<file path="src/rtl/seg7_pkg.sv">
// Shared seven-segment definitions: active-low glyph codes and the receiver FSM state type.
// These glyph constants are the ones the hex-to-segment display encoder drives.
package seg7_pkg;

    // Active-low codes: bit0 top .. bit6 middle, 0 = segment lit.
    localparam logic [6:0] SEG_0     = 7'h40;
    localparam logic [6:0] SEG_1     = 7'h79;
    localparam logic [6:0] SEG_2     = 7'h24;
    localparam logic [6:0] SEG_3     = 7'h30;
    localparam logic [6:0] SEG_4     = 7'h19;
    localparam logic [6:0] SEG_5     = 7'h12;
    localparam logic [6:0] SEG_6     = 7'h02;
    localparam logic [6:0] SEG_7     = 7'h78;
    localparam logic [6:0] SEG_8     = 7'h00;
    localparam logic [6:0] SEG_9     = 7'h10;
    localparam logic [6:0] SEG_A     = 7'h08;
    localparam logic [6:0] SEG_B     = 7'h03;
    localparam logic [6:0] SEG_C     = 7'h46;
    localparam logic [6:0] SEG_D     = 7'h21;
    localparam logic [6:0] SEG_E     = 7'h06;
    localparam logic [6:0] SEG_F     = 7'h0E;
    localparam logic [6:0] SEG_BLANK = 7'h7F;

    typedef enum logic {
        SETTLE,
        LOCKED
    } state_t;

endpackage

</file>
<file path="src/rtl/seg7_lookup.sv">
// Combinational reverse lookup: segment pattern -> {hit, digit}.
// Only the exact encoder glyphs are recognised; anything else reports hit = 0.
module seg7_lookup
    import seg7_pkg::*;
(
    input  logic [6:0] seg,
    output logic       hit,
    output logic [3:0] digit
);

    always_comb begin
        // NOTE: every output gets a default first so no path through the case can infer a latch.
        hit   = 1'b1;
        digit = 4'h0;
        case (seg)
            SEG_0:   digit = 4'h0;
            SEG_1:   digit = 4'h1;
            SEG_2:   digit = 4'h2;
            SEG_3:   digit = 4'h3;
            SEG_4:   digit = 4'h4;
            SEG_5:   digit = 4'h5;
            SEG_6:   digit = 4'h6;
            SEG_7:   digit = 4'h7;
            SEG_8:   digit = 4'h8;
            SEG_9:   digit = 4'h9;
            SEG_A:   digit = 4'hA;
            SEG_B:   digit = 4'hB;
            SEG_C:   digit = 4'hC;
            SEG_D:   digit = 4'hD;
            SEG_E:   digit = 4'hE;
            SEG_F:   digit = 4'hF;
            default: hit   = 1'b0;
        endcase
    end

endmodule

</file>
<file path="src/rtl/seg7_decode.sv">
// Seven-segment receiver: debounces seg_in for STABLE_CYCLES, then reports digit, blank or illegal.
// Define SEG7_DECODE_ERRCNT_EN to build the saturating illegal-pattern counter behind err_count.
module seg7_decode
    import seg7_pkg::*;
#(
    parameter int STABLE_CYCLES = 4,
    parameter int ERR_W         = 8
) (
    input  logic             clk,
    input  logic             rst,
    input  logic [6:0]       seg_in,
    output logic [3:0]       hex_out,
    output logic             hex_valid,
    output logic             blank,
    output logic             bad_pattern,
    output logic [ERR_W-1:0] err_count
);

    localparam int             CNT_W   = $clog2(STABLE_CYCLES + 1);
    localparam logic [CNT_W-1:0] CNT_ONE = CNT_W'(1);
    localparam logic [CNT_W-1:0] CNT_MAX = CNT_W'(STABLE_CYCLES);

    logic [6:0]       s;
    logic [CNT_W-1:0] cnt, cnt_next;
    state_t           state, state_next;
    logic [3:0]       hex_next;
    logic             valid_next, blank_next, bad_next;
    logic             hit;
    logic [3:0]       digit;

    seg7_lookup u_lookup (
        .seg   (s),
        .hit   (hit),
        .digit (digit)
    );

    // A change always wins, even on what would have been the decision edge.
    always_comb begin
        state_next = state;
        cnt_next   = cnt;
        hex_next   = hex_out;
        valid_next = 1'b0;
        blank_next = blank;
        bad_next   = 1'b0;
        if (seg_in != s) begin
            cnt_next   = CNT_ONE;
            state_next = SETTLE;
            blank_next = 1'b0;
        end else if (state == SETTLE) begin
            if (cnt == CNT_MAX) begin
                state_next = LOCKED;
                if (hit) begin
                    hex_next   = digit;
                    valid_next = 1'b1;
                end else if (s == SEG_BLANK) begin
                    blank_next = 1'b1;
                end else begin
                    bad_next   = 1'b1;
                end
            end else begin
                cnt_next = cnt + CNT_ONE;
            end
        end
    end

    always_ff @(posedge clk) begin
        // NOTE: sequential state uses non-blocking assignments so every register samples pre-edge values.
        if (rst) begin
            s           <= SEG_BLANK;
            cnt         <= '0;
            state       <= SETTLE;
            hex_out     <= 4'h0;
            hex_valid   <= 1'b0;
            blank       <= 1'b0;
            bad_pattern <= 1'b0;
        end else begin
            s           <= seg_in;
            cnt         <= cnt_next;
            state       <= state_next;
            hex_out     <= hex_next;
            hex_valid   <= valid_next;
            blank       <= blank_next;
            bad_pattern <= bad_next;
        end
    end

`ifdef SEG7_DECODE_ERRCNT_EN
    logic [ERR_W-1:0] err_q;

    always_ff @(posedge clk) begin
        if (rst) begin
            err_q <= '0;
        end else if (bad_next && (err_q != '1)) begin
            err_q <= err_q + ERR_W'(1);
        end
    end

    assign err_count = err_q;
`else
    assign err_count = '0;
`endif

endmodule

</file>
<file path="config.mk">
export PLATFORM = sky130hd
export DESIGN_NAME = seg7_decode
export DESIGN_NICKNAME = d
export VERILOG_FILES = /design/src/rtl/seg7_pkg.sv /design/src/rtl/seg7_lookup.sv /design/src/rtl/seg7_decode.sv
export SDC_FILE = /design/constraint.sdc
export NUM_CORES = 1
export LEC_CHECK = 0
export ABC_CLOCK_PERIOD_IN_PS = 4600
export CORE_AREA = 2 2 68 70
export CTS_BUF_LIST = sky130_fd_sc_hd__clkbuf_2
export DETAILED_ROUTE_END_ITERATION = 10
export DIE_AREA = 0 0 70 72
export DONT_BUFFER_PORTS = 1
export PLACE_DENSITY = 0.46
export SLEW_MARGIN = 10
export SYNTH_ARGS = -nofsm -noshare
export SYNTH_HDL_FRONTEND = slang
export SYNTH_SLANG_ARGS = --single-unit
</file>
<file path="constraint.sdc">
create_clock -name clk -period 4.6 [get_ports clk]
set_input_delay 0.92 -clock clk [delete_from_list [all_inputs] [get_ports clk]]
set_output_delay 0.92 -clock clk [all_outputs]
set_load 0.02 [all_outputs]
</file>
==> results of run 1 <==
-- cells in the final DEF, fill, tap and decap left out, drive strengths merged --
master,Yosys,layout
dfxtp,18,18
xnor2,9,9
nor2,9,9
conb,1,8
or2,7,7
a21oi,7,7
nor3,7,7
inv,6,6
nand2,5,5
nor3b,5,5
o21ai,4,4
nor4b,3,3
a22oi,3,3
clkbuf,1,3
nand3,3,3
nor4,2,2
and4,2,2
and4b,2,2
o31a,2,2
nor4bb,2,2
mux2i,2,2
ha,2,2
and2b,2,2
a21o,2,2
mux2,2,2
nand4,1,1
a32oi,1,1
or4b,1,1
a211o,1,1
o41ai,1,1
or3,1,1
a211oi,1,1
o221ai,1,1
o211a,1,1
a22o,1,1
o21a,1,1
clkinv,0,1
-- kinds of logic (layout without fill, tap and decap cells) --
kind of cell    Yosys count  count (layout)  share of synthesized area
mux                       4               4                    0.03748
other cells               1               8                   0.003037
fa+ha+maj                 2               2                    0.02026
compound gates           26              26                     0.1641
xor+xnor                  9               9                    0.06383
buf+inv                  23              10                     0.1368
flops                    18              18                     0.2918
simple gates             52              52                     0.2827
-- metal layers --
metal,global-route usage,up-vias
li1,-,456
met1,0.1163,413
met2,0.1937,14
met3,0.01667,4
met4,0.05128,0
met5,0,-
-- through the flow --
step,setup slack [ns],utilization
after global placement,2.342,0.2767
after detailed placement,2.314,0.2767
after CTS,2.394,0.2811
after floorplan,2.519,-
after global routing,2.298,0.2811
final,2.395,0.2811
-- sequential cells by signal (all words and copies together), names as in the netlist --
name	cells
s	7
hex_out	4
cnt	3
bad_pattern	1
blank	1
hex_valid	1
state	1
-- Yosys cell counts, drive strengths merged (3+ instances only) --
master,number
nor2,9
xnor2,9
a22oi,3
nand3,3
or2,7
a21oi,7
inv,6
nor4b,3
buf,16
nor3,7
dfxtp,18
nor3b,5
o21ai,4
nand2,5
-- power by group --
part	total (W)	leakage (nW)	internal, W	switching, W
sequential	0.000174	0.147	0.000160	0.0000142
clock	0.0000674	0.0140	0.0000189	0.0000485
combinational	0.0000312	0.288	0.0000150	0.0000162
-- cell type report --
cell class	count	area [um^2]
inverter	6	22.52
fill	459	3065
multi-input combinational	101	732.0
clock inverter	1	3.754
clock buffer	3	15.01
tap	52	65.06
sequential	18	360.3
-- worst paths after layout --
check	from	end	slack [ns]	depth (start not counted)
min reg2reg	cnt[2]	cnt[2]	0.58	2
min	cnt[2]	cnt[2]	0.58	2
max	s[0]	hex_out[2]	2.39	5
max reg2reg	s[0]	hex_out[2]	2.39	5
-- tightest hold or removal path, cell delays in order, from the launching register on --
cell and delay [ns]:
dfxtp_1 0.37, a21oi_1 0.12, nor3_1 0.06
==> qor.csv, run 1 <==
metric,value,unit
status,"finished, final reports clean",
cts_hold_buf,0,
ctsRootBufferMaster,clkbuf_2,
syn-cell-area,0.001235,mm^2
cp-end-kind,flop,
die_y,72,um
critPathRequiredTime,4.82,ns
chipWidth,70,um
drc,0,
clockBufferDepth,2,
seq_area_frac_synth,0.2918,
synthTopCellsByArea,"dfxtp_1 29%, buf_4 6.7%, xnor2_1 6.4%, buf_6 3.6%, or2_2 3.5%",
grt_first_pass_wirelength,4229,um
routed-wl-met2,1325,um
first_pass_iters,4,
max_slew_margin,0.6143,
ctsHtreeMaxLevel,1,
cts_resized,0,
place_area,0.001180,mm^2
critical-path-top-delay-family,compound AO/OA/AOI/OAI gates,
async_flop_share,0,
power_density,227.5,mW/mm^2
ir_worst_vdd,93.41,uV
crit_buf_inv,0,
antenna_found_initial,0,
slowest_stage,dfxtp_1,
synth_edf_count,0,
ant_nets,0,
max_stage_delay,0.70,ns
slew_viol_final,0,
p_total,0.0002726,W
min_period,2.205,ns
grt_pass1_vias,861,
cap_viol_max_count,0,
io_pins,24,
core,0.004264,mm^2
power.leakage,0.4494,nW
cts_made_buffers,3,
cts_tree,built,
drt-wirelength-per-cell,13.88,um
wl,2512,um
clk_pin_slew,0.17,ns
worst_pin_slew,0.5778,ns
whs,0.5777,ns
hp-class,flop to flop,
finalSetupViolations,0,
ys.warnings.count,0,
drt_iter0_markers,20,
syn_inst,135,
stdcell_count,181,
top_layer,met4,
synth_top_area_frac,0.2918,
cts_setup_buffers,0,
path_max_fanout,18,
synth-seq-cells,18,
drive_gt1_frac,0.2248,
criticalPathCategory,flop to flop,
arrival,2.42,ns
place_inst,177,
synth_cell_type_count,45,
cts.sinks,18,
num_antenna_cells,0,
rsz0062_at_grt,no,
layout.nets,141,
crit_top_cell,o31a_2,
rows,24,
worstPathCellList,nand2_1 -> o31a_2 -> o41ai_2 -> o31a_2 -> mux2_4,
overflow,0,
fin_crit_sh,0.4794,
gr-usage-all-layers,0.1044,
viasPerCell,4.901,
port_buffers,0,
wl_met3,73,um
setup_tns,0,ns
grt_start_max_net_pins,19,
synth_ff_type,dfxtp_1,
start_util,0.2896,
area_delta_synth_final,-2.938,%
final_area,0.001199,mm^2
yosys.area.top_type,dfxtp_1,
fmax,453.4,MHz
dieArea,0.005040,mm^2
worstSetupStartpointType,flop,
syn_area_per_cell,9.148,um^2
vias,887,
skew,0.008007,ns
dpl.hpwl,1865,um
met1_length,1075,um
clock_latency,0.30,ns
hold_violations,0,
place.gp.congestion,0.8080,
(Power assumes the default switching activity.)
==> run 2: changes to the inputs <==
ABC_CLOCK_PERIOD_IN_PS = 2000   (was 4600)
PLACE_DENSITY = 0.48   (was 0.46)
clock period = 2 ns   (was 4.6 ns; I/O delays follow)
==> qor.csv, run 2 (synthesis gave the netlist of run 1 again) <==
metric,value,unit
gr-usage-all-layers,0.1089,
clk_pin_slew,0.18,ns
clockBufferDepth,2,
path_max_fanout,12,
largest_register_ffs,7,
power_frac_comb,0.143,
layout.nets,151,
place.gp.congestion,0.7496,
first_pass_iters,4,
ctsRootBufferMaster,clkbuf_2,
critPathRequiredTime,2.22,ns
sw_frac_of_total,0.2887,
criticalPathCategory,flop to flop,
grt_start_max_net_pins,15,
hold_end,cnt[0],
slowest_stage,or4b_1,
layout.cells.most_common_list,"13 x dfxtp_1, 10 x buf_4, 9 x xnor2_1, 9 x nor2_1, 8 x conb_1",
p_int,0.0004567,W
port_buffers,0,
r2r_cells,5,
cts.sinks,18,
rsz0062_at_grt,no,
drt-wirelength-per-cell,13.88,um
die_y,72,um
hold_path_startpoint,rst,
arrival,2.16,ns
setup_slack,0.05242,ns
drt_iter0_markers,10,
hold_violations,0,
cts_tree,built,
wl,2652,um
cp-end-kind,flop,
drc,0,
min_path_cells,1,
antenna_found_initial,0,
min_period,1.948,ns
grt_first_pass_wirelength,4416,um
r2r_start,s[0],
viasPerCell,4.984,
finalSetupViolations,0,
setup_tns,0,ns
max_stage_delay,0.52,ns
worstPathCellList,buf_4 -> or4b_1 -> nor3_2 -> o31a_2 -> mux2_4,
worstSetupStartpointType,flop,
chipWidth,70,um
dpl.hpwl,2031,um
num_antenna_cells,0,
power.leakage,0.4949,nW
post-place-ws,-0.008895,ns
switching_power,0.0001854,W
io_pins,24,
power_density,501.6,mW/mm^2
largest_registers,"s: 7 flops, hex_out: 4 flops, cnt: 3 flops",
area_delta_synth_final,3.648,%
fin_crit_sh,0.9738,
start_util,0.2896,
slew_viol_final,0,
clock_latency,0.30,ns
drive_gt1_frac,0.3165,
skew,0.01481,ns
rows,24,
reg2reg_to,hex_out[2],
vias,952,
ant_nets,0,
mostFrequentLayoutCell,dfxtp_1,
dieArea,0.005040,mm^2
cap_viol_max_count,0,
cts_setup_buffers,0,
seqPwrFrac,0.615,
ff2ff_setup_slack,0.05,ns
status,"finished, final reports clean",
cts_made_buffers,3,
clkPwrFrac,0.242,
overflow,0,
regMostFlops,s,
ir_worst_vdd,217.3,uV
fmax,513.5,MHz
hp-class,primary input to flop,
core,0.004264,mm^2
grt_pass1_vias,913,
ctsHtreeMaxLevel,1,
[run 2: cell types whose count changed in the layout (fill, tap and decap cells not counted)]
cell     delta
buf_4      +10
dfxtp_1     -5
dfxtp_2     +5
[run 2: critical path: cells and delay by family, from the launching register on]
family,cells,cell delay [ns]
AOI/OAI and AO/OA,1,0.22
muxes,1,0.30
DFF,1,0.42
and+or+nand+nor,2,0.76
buffers and inverters,1,0.18
[run 2: routing by layer]
layer  vias up  global-route usage  wire [um]
li1        475                   -          -
met4         0             0.05769         40
met1       452              0.1234       1106
met5         -                   0          0
met2        21              0.1958       1410
met3         4             0.01944         95
[run 2: what timing repair did]
action / 4_1_cts / 5_1_grt
pin swaps: 0 / 0
gates resized for setup: 1 / 4
hold buffers: 0 / 0
endpoints found under the setup margin: 1 / 4
[run 2: through the flow]
stage	util	hold WS, ns	std cells	power (W)	instance area, um^2
2_1_floorplan	-	0.5035	142	0.0004928	1261
3_3_place_gp	0.2943	0.4751	187	0.0004889	1255
3_5_place_dp	0.2943	0.4780	187	0.0004912	1255
4_1_cts	0.2990	0.1390	191	0.0006522	1275
5_1_grt	0.3002	0.1210	191	0.0006827	1280
6_report	0.3002	0.1573	191	0.0006421	1280
[run 2: power by group through the flow]
| stage | Clock, W | Sequential [W] | Combinational [W] |
|---|---|---|---|
| floorplan | 0 | 0.000383 | 0.000110 |
| global placement | 0 | 0.000399 | 0.0000896 |
| detailed placement | 0 | 0.000401 | 0.0000906 |
| CTS | 0.000167 | 0.000394 | 0.0000911 |
| global route | 0.000184 | 0.000399 | 0.0000999 |
| finish | 0.000156 | 0.000395 | 0.0000917 |
[run 2: cell type report]
class | instances | area (um^2)
fill | 457 | 2984
multi-input combinational | 101 | 732.0
sequential | 18 | 366.6
timing repair buffer | 10 | 75.07
tap | 52 | 65.06
inverter | 6 | 22.52
clock buffer | 3 | 15.01
clock inverter | 1 | 3.754
[run 2: how the worst max path moves through the flow]
stage | from | end | cells past startpoint
6_report | s[0] | hex_out[2] | 5
5_1_grt | s[6] | hex_out[2] | 6
4_1_cts | s[3] | hex_out[2] | 5
3_5_place_dp | s[0] | hex_out[2] | 5
3_3_place_gp | s[0] | hex_out[2] | 5
2_1_floorplan | s[0] | hex_out[2] | 7
